`config.mk`:
```
export PLATFORM = sky130hd
export DESIGN_NAME = inst_fetch
export DESIGN_NICKNAME = d
export VERILOG_FILES = /design/src/rtl/inst_fetch.sv
export SDC_FILE = /design/constraint.sdc
export NUM_CORES = 1
export LEC_CHECK = 0
export BUFFER_PORTS_ARGS = -buffer_cell sky130_fd_sc_hd__buf_2
export CELL_PAD_IN_SITES_DETAIL_PLACEMENT = 1
export CELL_PAD_IN_SITES_GLOBAL_PLACEMENT = 1
export CORE_MARGIN = 10
export CORE_UTILIZATION = 24
export CTS_BUF_LIST = sky130_fd_sc_hd__clkbuf_4 sky130_fd_sc_hd__clkbuf_8 sky130_fd_sc_hd__clkbuf_16
export DETAILED_ROUTE_END_ITERATION = 16
export GPL_TIMING_DRIVEN = 0
export PLACE_DENSITY = 0.79
export REMOVE_ABC_BUFFERS = 1
export SYNTH_ARGS = -nofsm -noshare
export SYNTH_HDL_FRONTEND = slang
export SYNTH_SLANG_ARGS = --single-unit
```
`constraint.sdc`:
```
create_clock -name clk -period 2.3 [get_ports clk]
set_input_delay 0.115 -clock clk [delete_from_list [all_inputs] [get_ports clk]]
set_output_delay 0.115 -clock clk [all_outputs]
set_load 0.01 [all_outputs]
```
`src/rtl/inst_fetch.sv`:
```
// Instruction fetch stage ahead of a registered-read instruction memory: owns the PC,
// tracks the one-cycle read latency and feeds decode over valid/ready. Optional perf counters: INST_FETCH_PERF_EN.
module inst_fetch #(
  parameter int ADDR_W = 3,
  parameter int INST_W = 16
) (
  input  logic              clk,
  input  logic              rst,
  input  logic              en,
  output logic [ADDR_W-1:0] mem_addr,
  input  logic [INST_W-1:0] mem_inst,
  output logic [INST_W-1:0] out_inst,
  output logic [ADDR_W-1:0] out_pc,
  output logic              out_valid,
  input  logic              out_ready,
  input  logic              br_en,
  input  logic [ADDR_W-1:0] br_target
`ifdef INST_FETCH_PERF_EN
  ,
  output logic [15:0]       perf_fetch,
  output logic [15:0]       perf_stall
`endif
);

  typedef enum logic {IDLE, RUN} state_t;

  state_t            state_q, state_d;
  logic [ADDR_W-1:0] pc_q, pc_d;
  logic [ADDR_W-1:0] fpc_q, fpc_d;
  logic              fv_q, fv_d;
  logic              issue;

  assign out_valid = fv_q;
  assign out_pc    = fpc_q;
  assign out_inst  = mem_inst;

  // While decode stalls, re-read the held address so the registered memory output stays put.
  always_comb begin
    mem_addr = pc_q;
    if (br_en)
      mem_addr = br_target;
    else if (state_q == RUN && fv_q && !out_ready)
      mem_addr = fpc_q;
  end

  assign issue = en && (state_q == IDLE || br_en || !fv_q || out_ready);

  always_comb begin
    state_d = state_q;
    pc_d    = pc_q;
    fpc_d   = fpc_q;
    fv_d    = fv_q;
    if (issue) begin
      pc_d    = mem_addr + ADDR_W'(1);
      fpc_d   = mem_addr;
      fv_d    = 1'b1;
      state_d = RUN;
    end else if (br_en) begin
      pc_d    = br_target;
      fv_d    = 1'b0;
      state_d = IDLE;
    end else if (state_q == RUN && !(fv_q && !out_ready)) begin
      fv_d    = 1'b0;
      state_d = IDLE;
    end
  end

  always_ff @(posedge clk) begin
    if (rst) begin
      state_q <= IDLE;
      pc_q    <= '0;
      fpc_q   <= '0;
      fv_q    <= 1'b0;
    end else begin
      state_q <= state_d;
      pc_q    <= pc_d;
      fpc_q   <= fpc_d;
      fv_q    <= fv_d;
    end
  end

`ifdef INST_FETCH_PERF_EN
  logic [15:0] fetchCnt_q, stallCnt_q;

  // Both counters saturate rather than wrap.
  always_ff @(posedge clk) begin
    if (rst) begin
      fetchCnt_q <= '0;
      stallCnt_q <= '0;
    end else begin
      if (issue && fetchCnt_q != 16'hFFFF)
        fetchCnt_q <= fetchCnt_q + 16'd1;
      if (fv_q && !out_ready && stallCnt_q != 16'hFFFF)
        stallCnt_q <= stallCnt_q + 16'd1;
    end
  end

  assign perf_fetch = fetchCnt_q;
  assign perf_stall = stallCnt_q;
`endif

endmodule

```
Yosys cells after proc, flatten, opt, wreduce, memory -nomap -nowiden:

Index checks and enable logic that the tools add are counted.

* register bits: 7
* bits in latches: 0
* memory bits (writable): 0
* ROM bits: 0
* output and inout port bits: 23
* memories: 0

* add/sub/neg operators: 1
* multiply operators: 0
* divide/modulo/power cells: 0
* magnitude comparators: 0
* eq/ne operators: 0
* shifts and indexed selects: 0
* multiplexer cells: 7
* bitwise logic cells: 1
* reductions and logical operators: 11

Operator list (count)
* 3-bit two-way mux: 4
* 3-bit by 1-bit adder with 3-bit output, second input constant: 1
* 1-bit logical AND: 3
* 1-bit logical NOT: 3
* 1-bit logical OR: 3
* 1-bit two-way mux: 3
* 3-bit nonzero test: 1
* 2-bit nonzero test: 1
* 1-bit inverter: 1

Depth between registers and ports, before layout:

* depth after elaboration: 7
* depth in mapped cells: 8
* mapped depth without buffers: 7

Least setup slack after synthesis:

OpenSTA, ideal clock, no wires.

* path type: reg-to-reg
* from: register fv_q (netlist: out_valid)
* to: register pc_q[1]
* arrival: 1885 ps
* setup slack: 296 ps
* cell stages (with the launch flop): 9
* buffers on the path: 1
* cell sequence: dfxtp_1 nand2b_4 buf_6 mux2i_1 o21ai_0 ha_1 mux2_2 a32oi_1 a21oi_1

* elaborated cells on any way between the ends: 12

RTL lines
* start, declared: line 30 `logic fv_q, fv_d;`
* start signal, assigned: line 78 `fv_q <= fv_d;`
* 1-bit logical AND
* 3-bit two-way mux: line 42 `else if (state_q == RUN && fv_q && !out_ready)`
* 3-bit two-way mux: line 40 `if (br_en)`
* via mem_addr[1]: line 10 `output logic [ADDR_W-1:0] mem_addr,`
* 3-bit by 1-bit adder with 3-bit output: line 54 `pc_d = mem_addr + ADDR_W'(1);`
* 3-bit two-way mux: line 53 `if (issue) begin`
* end signal, assigned: line 76 `pc_q <= pc_d;`
* end, declared: line 28 `logic [ADDR_W-1:0] pc_q, pc_d;`

The timed path passes the listed nets, and every way through them passes these cells.
A chain may end at the register's enable or synchronous reset.

Final worst setup path:

* from: register fv_q (netlist: out_valid)
* to: register pc_q[1]

* word-level cells in the longest chain between the ends: 6
* elaborated cells on any way between the ends: 12

Ends and longest elaborated chain
* branches (longest 6 deep; another with 3-bit by 1-bit adder with 3-bit output)

Parallel ways; which one is timed is not known.

==> flow_summary.toml <==
[clock_tree]
cts.sinks = 7
clk_root_buffer_cell = "sky130_fd_sc_hd__clkbuf_4"
ctsHtreeMaxLevel = 1
cts_inserted_buffers = 3
cts_tree = "built"
postCtsSetupRepairBufs = 0
max-clock-path-buffers = 2
worst_skew_late_latency_ps = 260
hold_buffers = 0
cts-resized-gates = 0
worst_setup_hold_path_clk_slew_ps = 60

[sta]
post-route-min-period_ps = 1868
total_negative_setup_slack_ps = 0
setup_repair_after_global_routing_missed_its_margin = "false"
max-slew-margin-rel = 0.7040
period_share = 0.8123
worstMarginPinSlew_ps = 439.3
holdWs_ps = 104.3
skew_ps = 1.708
finalHoldViolCount = 0
finalMaxSlewViolations = 0
maxClockFrequency_mhz = 535.3
finalSetupViolCount = 0

[floorplan]
chipWidth_um = 68.17
std_cell_rows = 17
initial_core_util = 0.2517
ios = 47
design.die.area_um2 = 4646
core_um2 = 2212
die_h_um = 68.17

[placement]
placer_congestion = 0.7510
portBuffers = 14
dp_hpwl_um = 1122

[yosys]
area_leader_netlist = "sky130_fd_sc_hd__dfxtp_1"
flop_and_latch_count_out_of_synthesis = 7
synth_ff_type = "sky130_fd_sc_hd__dfxtp_1"
synthesized_area_um2 = 556.8
synth_sequential_area_ratio = 0.2517
synth_edf_count = 0
synth.distinct_cells = 24
avgSynthCellArea_um2 = 8.838
synth.yosys.warnings = 0
proportion_of_synthesized_flip_flops_having_asynchronous_set_or_reset = 0
synth_top_area_share = 0.2517
netlist_instances = 63
yosys-top-cells-area = "sky130_fd_sc_hd__dfxtp_1, sky130_fd_sc_hd__buf_4, sky130_fd_sc_hd__buf_6, sky130_fd_sc_hd__mux2i_1, sky130_fd_sc_hd__nand2_1"

[cells_and_area]
final.fill_count = 283
total_inserted_antenna_cells = 0
layout-drive-gt1-share = 0.4032
num-nets-final = 88
area_growth_syn_to_layout_pct = -2.697

[drt]
drt-wirelength-per-cell_um = 16.26
route.final.wire_length_um = 1463
initialDrtViolationCount = 8
vias = 440
remaining_drc_errors = 0
antenna_left = 0
drt_pass1_iterations = 3
routed_via_count_divided_by_cell_count = 4.889

[job]
max-cap-violations = 0

[power_and_ir_drop]
ir_worst_vdd_v = 0.0001422
total_power_divided_by_cell_area_nw_per_um2 = 636.7
leakagePower_uw = 0.0002655

[global_route]
initial_antenna_violation_count = 0
grt_start_max_net_pins = 14
groute.usage.overall = 0.06715
globalRouteOverflowTotal = 0
first_global_vias = 486
wire_length_of_the_first_global_routing_pass_um = 2297

[worst_hold_path]
hold_class = "in -> reg"

[worst_setup_path]
critical_path_required_ps = 2450
worstPathMaxFanout = 8
startpoint_type = "flip-flop"
worst-endpoint-arrival_ps = 2020
endpoint_kind = "flip-flop"
critical_path_class = "reg -> reg"

[outcome]
status = "finished clean"
==> power by group <==
part	switching (uW)	internal (uW)	total [uW]	leakage (uW)
sequential	5.78	131	137	0.0000579
combinational	40.8	35.8	76.6	0.000189
clock	53.0	78.5	131	0.0000184
==> final cells by class <==
cell class	count	area [um2]	share of cell area
Multi-Input combinational cell	35	259.0	0.4781
Clock buffer	4	30.03	0.05543
Timing Repair Buffer	14	70.07	0.1293
Tap cell	28	35.03	0.06467
Sequential cell	7	140.1	0.2587
Inverter	2	7.507	0.01386
==> flip-flops by register name (all words and copies together), names as in the netlist <==
| name | cells |
|---|---|
| out_pc | 3 |
| pc_q | 3 |
| out_valid | 1 |
==> metal layers <==
layer	up-vias	track usage	routed length (um)
met5	-	0	0
met4	0	0.05276	40
met3	4	0.04731	186
met2	30	0.1035	743
met1	208	0.06024	491
li1	198	-	-
==> critical path: stages (launching register included) <==
cell                       delay (ps)
sky130_fd_sc_hd__dfxtp_1          380
sky130_fd_sc_hd__nand2b_4         110
sky130_fd_sc_hd__mux2i_1          130
sky130_fd_sc_hd__o21ai_0          340
sky130_fd_sc_hd__ha_1             310
sky130_fd_sc_hd__mux2_2           260
sky130_fd_sc_hd__a32oi_1          140
sky130_fd_sc_hd__a21oi_1           80
==> worst paths after layout <==
kind,from,cells after the start,slack (ps),endpoint
setup reg to reg,out_valid$_SDFFE_PP0P_,7,430,pc_q[1]$_SDFFE_PP0P_
hold / removal,rst,2,100,pc_q[2]$_SDFFE_PP0P_
hold reg to reg,pc_q[1]$_SDFFE_PP0P_,2,470,pc_q[1]$_SDFFE_PP0P_
setup / recovery,out_valid$_SDFFE_PP0P_,7,430,pc_q[1]$_SDFFE_PP0P_
==> logic make-up (layout without fill, tap and decap cells) <==
group	count (synthesis)	count (layout)	synth area share
buf+inv	21	20	0.2831
simple gates	15	15	0.1505
compound gates	13	13	0.1753
flops	7	7	0.2517
xor+xnor	3	3	0.06069
mux	3	3	0.05618
fa+ha+maj	1	1	0.02247
==> synth_stat cells (2+ instances only) <==
cell type,instances
sky130_fd_sc_hd__dfxtp_1,7
sky130_fd_sc_hd__nand2_1,5
sky130_fd_sc_hd__mux2i_1,2
sky130_fd_sc_hd__buf_4,17
sky130_fd_sc_hd__and3_1,2
sky130_fd_sc_hd__o21ai_0,3
sky130_fd_sc_hd__nor2_1,4
sky130_fd_sc_hd__inv_1,2
sky130_fd_sc_hd__a31o_2,2
sky130_fd_sc_hd__xor2_1,2
sky130_fd_sc_hd__buf_6,2
sky130_fd_sc_hd__a21oi_1,2
sky130_fd_sc_hd__a211oi_1,2
==> layout by cell type, fill, tap and decap left out, drive strengths merged <==
cell    netlist  final
xor2          2      2
nand2         5      5
inv           2      2
dfxtp         7      7
a211oi        3      3
buf          19     14
a31o          2      2
a21oi         2      2
xnor2         1      1
nand2b        1      1
mux2          1      1
clkbuf        0      4
a32oi         1      1
o21ai         3      3
nor2          4      4
and4bb        1      1
o21a          1      1
ha            1      1
mux2i         2      2
and3          2      2
nand3         1      1
nor2b         1      1
a221o         1      1
==> metrics by stage <==
stage            util  cell area (um2)  total power (uW)  instances  setup slack (ps)
3_5_place_dp   0.2313            511.7             217.1         86             451.3
2_1_floorplan       -            406.6             186.8         44             364.6
3_3_place_gp   0.2313            511.7             214.4         86             508.1
4_1_cts        0.2449            541.8             350.4         90             439.0
6_report       0.2449            541.8             345.0         90             431.8
5_1_grt        0.2449            541.8             367.7         90             283.5
No activity file was read; power rests on OpenSTA's default activity.
